===== src/rtl/ahb_fabric_verif_param_pkg.sv =====
// rtl/ahb_fabric_verif_param_pkg.sv - default bus widths for the AHB fabric arbiter
package ahb_fabric_verif_param_pkg;
    parameter int HADDR = 32;
    parameter int HDATA = 32;
endpackage


===== src/rtl/ahb_fabric_arb.sv =====
// rtl/ahb_fabric_arb.sv - round-robin AHB-lite multi-master to single-slave arbiter
module ahb_fabric_arb #(
    parameter int HADDR   = ahb_fabric_verif_param_pkg::HADDR,
    parameter int HDATA   = ahb_fabric_verif_param_pkg::HDATA,
    parameter int NUM_MST = 2
) (
    input  logic                     HCLK,
    input  logic                     HRESET,
    input  logic [2*NUM_MST-1:0]     m_htrans,
    input  logic [HADDR*NUM_MST-1:0] m_haddr,
    input  logic [NUM_MST-1:0]       m_hwrite,
    input  logic [3*NUM_MST-1:0]     m_hsize,
    input  logic [HDATA*NUM_MST-1:0] m_hwdata,
    input  logic [NUM_MST-1:0]       m_hmastlock,
    output logic [NUM_MST-1:0]       m_hready,
    output logic [NUM_MST-1:0]       m_hresp,
    output logic [HDATA-1:0]         m_hrdata,
    output logic [1:0]               s_htrans,
    output logic [HADDR-1:0]         s_haddr,
    output logic                     s_hwrite,
    output logic [2:0]               s_hsize,
    output logic                     s_hmastlock,
    output logic [HDATA-1:0]         s_hwdata,
    input  logic                     s_hready,
    input  logic                     s_hresp,
    input  logic [HDATA-1:0]         s_hrdata,
    output logic [2:0]               addr_owner,
    output logic [2:0]               data_owner
);

    localparam logic [1:0] TRANS_IDLE   = 2'b00;
    localparam logic [1:0] TRANS_NONSEQ = 2'b10;

    logic [2:0]       a_own;
    logic [2:0]       d_own;
    logic             d_valid;

    logic [1:0]       a_trans;
    logic [HADDR-1:0] a_addr;
    logic             a_write;
    logic [2:0]       a_size;
    logic             a_lock;
    logic [HDATA-1:0] d_wdata;
    logic             releasable;
    logic             found;
    logic [2:0]       next_own;

    // Select the address-phase owner's signals and the data-phase owner's write data
    always_comb begin
        a_trans = TRANS_IDLE;
        a_addr  = '0;
        a_write = 1'b0;
        a_size  = 3'b000;
        a_lock  = 1'b0;
        d_wdata = '0;
        for (int i = 0; i < NUM_MST; i++) begin
            if (a_own == 3'(i)) begin
                a_trans = m_htrans[2*i +: 2];
                a_addr  = m_haddr[HADDR*i +: HADDR];
                a_write = m_hwrite[i];
                a_size  = m_hsize[3*i +: 3];
                a_lock  = m_hmastlock[i];
            end
            if (d_own == 3'(i)) begin
                d_wdata = m_hwdata[HDATA*i +: HDATA];
            end
        end
    end

    // Round-robin search for the first NONSEQ requester after the current owner
    always_comb begin
        found    = 1'b0;
        next_own = a_own;
        for (int j = 1; j < NUM_MST; j++) begin
            if (!found && m_htrans[2*((int'(a_own) + j) % NUM_MST) +: 2] == TRANS_NONSEQ) begin
                found    = 1'b1;
                next_own = 3'((int'(a_own) + j) % NUM_MST);
            end
        end
    end

    assign releasable  = (a_trans == TRANS_IDLE) && !a_lock;

    assign s_htrans    = HRESET ? TRANS_IDLE : a_trans;
    assign s_haddr     = a_addr;
    assign s_hwrite    = a_write;
    assign s_hsize     = a_size;
    assign s_hmastlock = a_lock;
    assign s_hwdata    = d_wdata;
    assign m_hrdata    = s_hrdata;
    assign addr_owner  = a_own;
    assign data_owner  = d_own;

    // Ownership hand-off and pipeline advance; nothing moves while the slave stalls
    always_ff @(posedge HCLK) begin
        if (HRESET) begin
            a_own   <= 3'd0;
            d_own   <= 3'd0;
            d_valid <= 1'b0;
        end else if (s_hready) begin
            if (releasable && found) begin
                a_own <= next_own;
            end
            d_own   <= a_own;
            d_valid <= s_htrans[1];
        end
    end

    // Route ready/response to owners; stall waiting requesters, let idle masters run free
    always_comb begin
        m_hready = '1;
        m_hresp  = '0;
        for (int i = 0; i < NUM_MST; i++) begin
            if (!HRESET) begin
                if (a_own == 3'(i) || (d_valid && d_own == 3'(i))) begin
                    m_hready[i] = s_hready;
                end else begin
                    m_hready[i] = (m_htrans[2*i +: 2] == TRANS_IDLE);
                end
                if (d_valid && d_own == 3'(i)) begin
                    m_hresp[i] = s_hresp;
                end
            end
        end
    end

endmodule


===== config.mk =====
export PLATFORM = sky130hd
export DESIGN_NAME = ahb_fabric_arb
export DESIGN_NICKNAME = d
export VERILOG_FILES = /design/src/rtl/ahb_fabric_verif_param_pkg.sv /design/src/rtl/ahb_fabric_arb.sv
export SDC_FILE = /design/constraint.sdc
export NUM_CORES = 1
export LEC_CHECK = 0
export CAP_MARGIN = 20
export CORE_AREA = 2 2 114 116
export CTS_BUF_LIST = sky130_fd_sc_hd__clkbuf_16
export CTS_CLUSTER_SIZE = 24
export DETAILED_ROUTE_END_ITERATION = 7
export DIE_AREA = 0 0 116 118
export DONT_BUFFER_PORTS = 1
export GPL_TIMING_DRIVEN = 0
export HOLD_SLACK_MARGIN = 0.03
export PLACE_DENSITY_LB_ADDON = 0.15
export SYNTH_ARGS = -nofsm -noshare
export SYNTH_HDL_FRONTEND = slang
export SYNTH_SLANG_ARGS = --single-unit
export TNS_END_PERCENT = 5

===== constraint.sdc =====
create_clock -name HCLK -period 2.2 [get_ports HCLK]
set_input_delay 0.44 -clock HCLK [delete_from_list [all_inputs] [get_ports HCLK]]
set_output_delay 0.44 -clock HCLK [all_outputs]
set_load 0.005 [all_outputs]

==> qor.yml <==
syn_area_sq_um: 1338
hold_path_depth: 1
rrSetupSlack_ns: 0.90
crit_fanout: 10
r2r_end: "addr_owner[0]$_SDFFE_PP0P_"
grt_pass1_vias: 951
synth-compound-area-share_pct: 4.771
finalCritPeriodShare_pct: 87.46
worst_pin_slew_ns: 0.4996
place_hpwl_mm: 4.322
initial_core_util_pct: 10.77
via_count: 1093
p_leak_nw: 0.6111
cts.sinks: 3
drive_gt1_share_pct: 77.33
viasPerCell: 3.394
grt_max_degree: 11
die_width_um: 116
crit_slowest_cell: "dfxtp_1"
fin_nets: 329
netlist_instances: 143
path_class: "flip-flop to primary output"
synthToLayoutAreaGrowth_pct: 22.83
yosysWarnings: 0
overflow: 0
post-route-cell-area_sq_um: 1643
clockRootBuffer: "clkbuf_16"
min_period_ns: 1.924
synth.area.top_cells: "mux2_2 (57%), buf_4 (25%), dfxtp_1 (4.5%)"
synth_common_cells: "mux2_2 (68), buf_4 (44), nor2_1 (5), dfxtp_1 (3), mux2i_1 (3)"
synth_area_leader_cell: "mux2_2"
hold_buffers: 0
die-area_sq_um: 13690
crit_path_max_incr_delay_ns: 0.38
wl_per_cell_um: 14.77
wl_met3_um: 534
required_ns: 1.76
syn_area_per_cell_sq_um: 9.353
synth-seq-cells: 3
muxShareOfSynthArea_pct: 59.49
met1_length_mm: 1.814
clock_latency_ns: 0.22
worstHoldStart: "s_hready"
core_area_sq_um: 12410
startpoint_type: "flip-flop"
placed_area_sq_um: 1564
synth_cell_types: 23
diodes: 0
ant_nets: 0
finalHoldViolCount: 0
maxCapViolations: 0
cts_tree: "yes"
holdPathEnd: "d_valid$_SDFFE_PP0P_"
r2r-start: "addr_owner[0]$_SDFFE_PP0P_"
drcViolationCount: 0
ys_seq_area_share_pct: 4.490
grt_first_pass_wirelength_mm: 5.809
finalSetupTns_ns: 0
synth_most_common_cell: "mux2_2"
clockBufferDepth: 2
synth_edf_count: 0
synth_top_family_by_area: "multiplexers"
outcome: "complete, no violations"
io_pins: 291
ir_worst_vdd_mv: 0.1663
synth-simple-area-share_pct: 5.051
final_max_slew_viol_count: 0
synth_top_area_share_pct: 57.25
drt-pass1-iter-count: 4
fin_util_pct: 13.23
postCtsSetupRepairBufs: 0
endpoint_kind: "primary output"
critical_path_arrival_ns: 1.48
synth_fa_ha_area_share_pct: 0
htree_levels: 1
synth_ff_type: "dfxtp_1"
nFillCells: 1436
clk_pin_slew_ns: 0.03
slew_headroom_pct: 66.24
dp_cells: 318
yosys.area_share.xor_xnor_pct: 0
die_h_um: 118
cts_resized: 0
finClkSkew_ns: 0.001540
grt_usage_pct: 5.685
ys_async_sr_fraction_pct: 0
top_layer: "met4"
worstPathCellList: "buf_4 -> buf_2 -> mux2_2"
rsz0062_at_grt: "false"
numPortBuffers: 0
rows: 41
powerDensity_nw_per_um2: 313.3
stdcell_count: 322
drt_iter0_markers: 21
globalplace.congestion: 0.6828
timing.fmax_ghz: 0.5197
routed_wl_mm: 4.756
cts-buffers-inserted: 3
hold_class: "input port to flip-flop"
setup_viol: 0
p_total_w: 0.0005148
wl_met2_mm: 2.396
antenna_found_initial: 0
reg2regPathDepth: 4
[metrics by stage]
step	setup slack, ns	hold WS, ns
3_5_place_dp	0.4188	0.5458
3_3_place_gp	0.4329	0.5407
2_1_floorplan	0.7295	0.5073
4_1_cts	0.1806	0.3106
5_1_grt	0.1444	0.3237
6_report	0.2758	0.3146
[worst max path at each step]
stage                                          start            to  slack [ns]  cells after the start
after floorplan           data_owner[0]$_SDFFE_PP0P_  s_hwdata[24]        0.73                      3
after global placement    data_owner[0]$_SDFFE_PP0P_    m_hresp[0]        0.43                      3
after detailed placement  data_owner[0]$_SDFFE_PP0P_    m_hresp[0]        0.42                      3
after CTS                 data_owner[0]$_SDFFE_PP0P_    m_hresp[0]        0.18                      3
after global routing      data_owner[0]$_SDFFE_PP0P_  s_hwdata[27]        0.14                      3
final                     data_owner[0]$_SDFFE_PP0P_  s_hwdata[27]        0.28                      3
[cell type report]
type | instances | area [sq um] | area share [%]
buffer | 46 | 339.1 | 20.64
clock buffer | 3 | 75.07 | 4.570
clock inverter | 1 | 3.754 | 0.2285
inverter | 2 | 7.507 | 0.4570
multi-input combinational | 95 | 942.2 | 57.35
sequential | 3 | 60.06 | 3.656
tap | 172 | 215.2 | 13.10
[power by group]
group | internal, W | switching, W | total (W) | leakage (nW)
clock | 0.000234 | 0.0000463 | 0.000280 | 0.0423
sequential | 0.0000565 | 0.00000200 | 0.0000585 | 0.0244
combinational | 0.000105 | 0.0000705 | 0.000176 | 0.544
total | 0.000396 | 0.000119 | 0.000515 | 0.611
[cells in the final DEF, fill, tap and decap left out, types with 2 or more instances in the layout]
| master | netlist | final |
|---|---|---|
| mux2_2 | 68 | 68 |
| buf_4 | 44 | 44 |
| nor2_1 | 5 | 5 |
| conb_1 | 1 | 4 |
| mux2i_1 | 3 | 3 |
| inv_1 | 2 | 3 |
| dfxtp_1 | 3 | 3 |
| clkbuf_16 | 0 | 3 |
| nand2_1 | 2 | 2 |
[flip-flops by register name, summed over array words and instances (netlist names)]
register and cells:
d_valid 1, addr_owner 1, data_owner 1
[layer usage]
layer	global-route usage (%)	vias up
met2	9.174	119
met1	7.327	486
met4	0.8929	0
li1	-	486
met3	2.111	2
met5	0	-
[kinds of logic (layout without fill, tap and decap cells)]
family	after synthesis	after routing
mux	71	71
buf+inv	48	52
simple gates	12	12
compound gates	8	8
flops	3	3
other cells	1	4
[critical path, delay by kind of cell, from the launching register on]
family | cells | cell delay, ns
multiplexers | 1 | 0.38
flip-flops | 1 | 0.38
buffers and inverters | 2 | 0.50
Power figures use the tool's default switching activity.
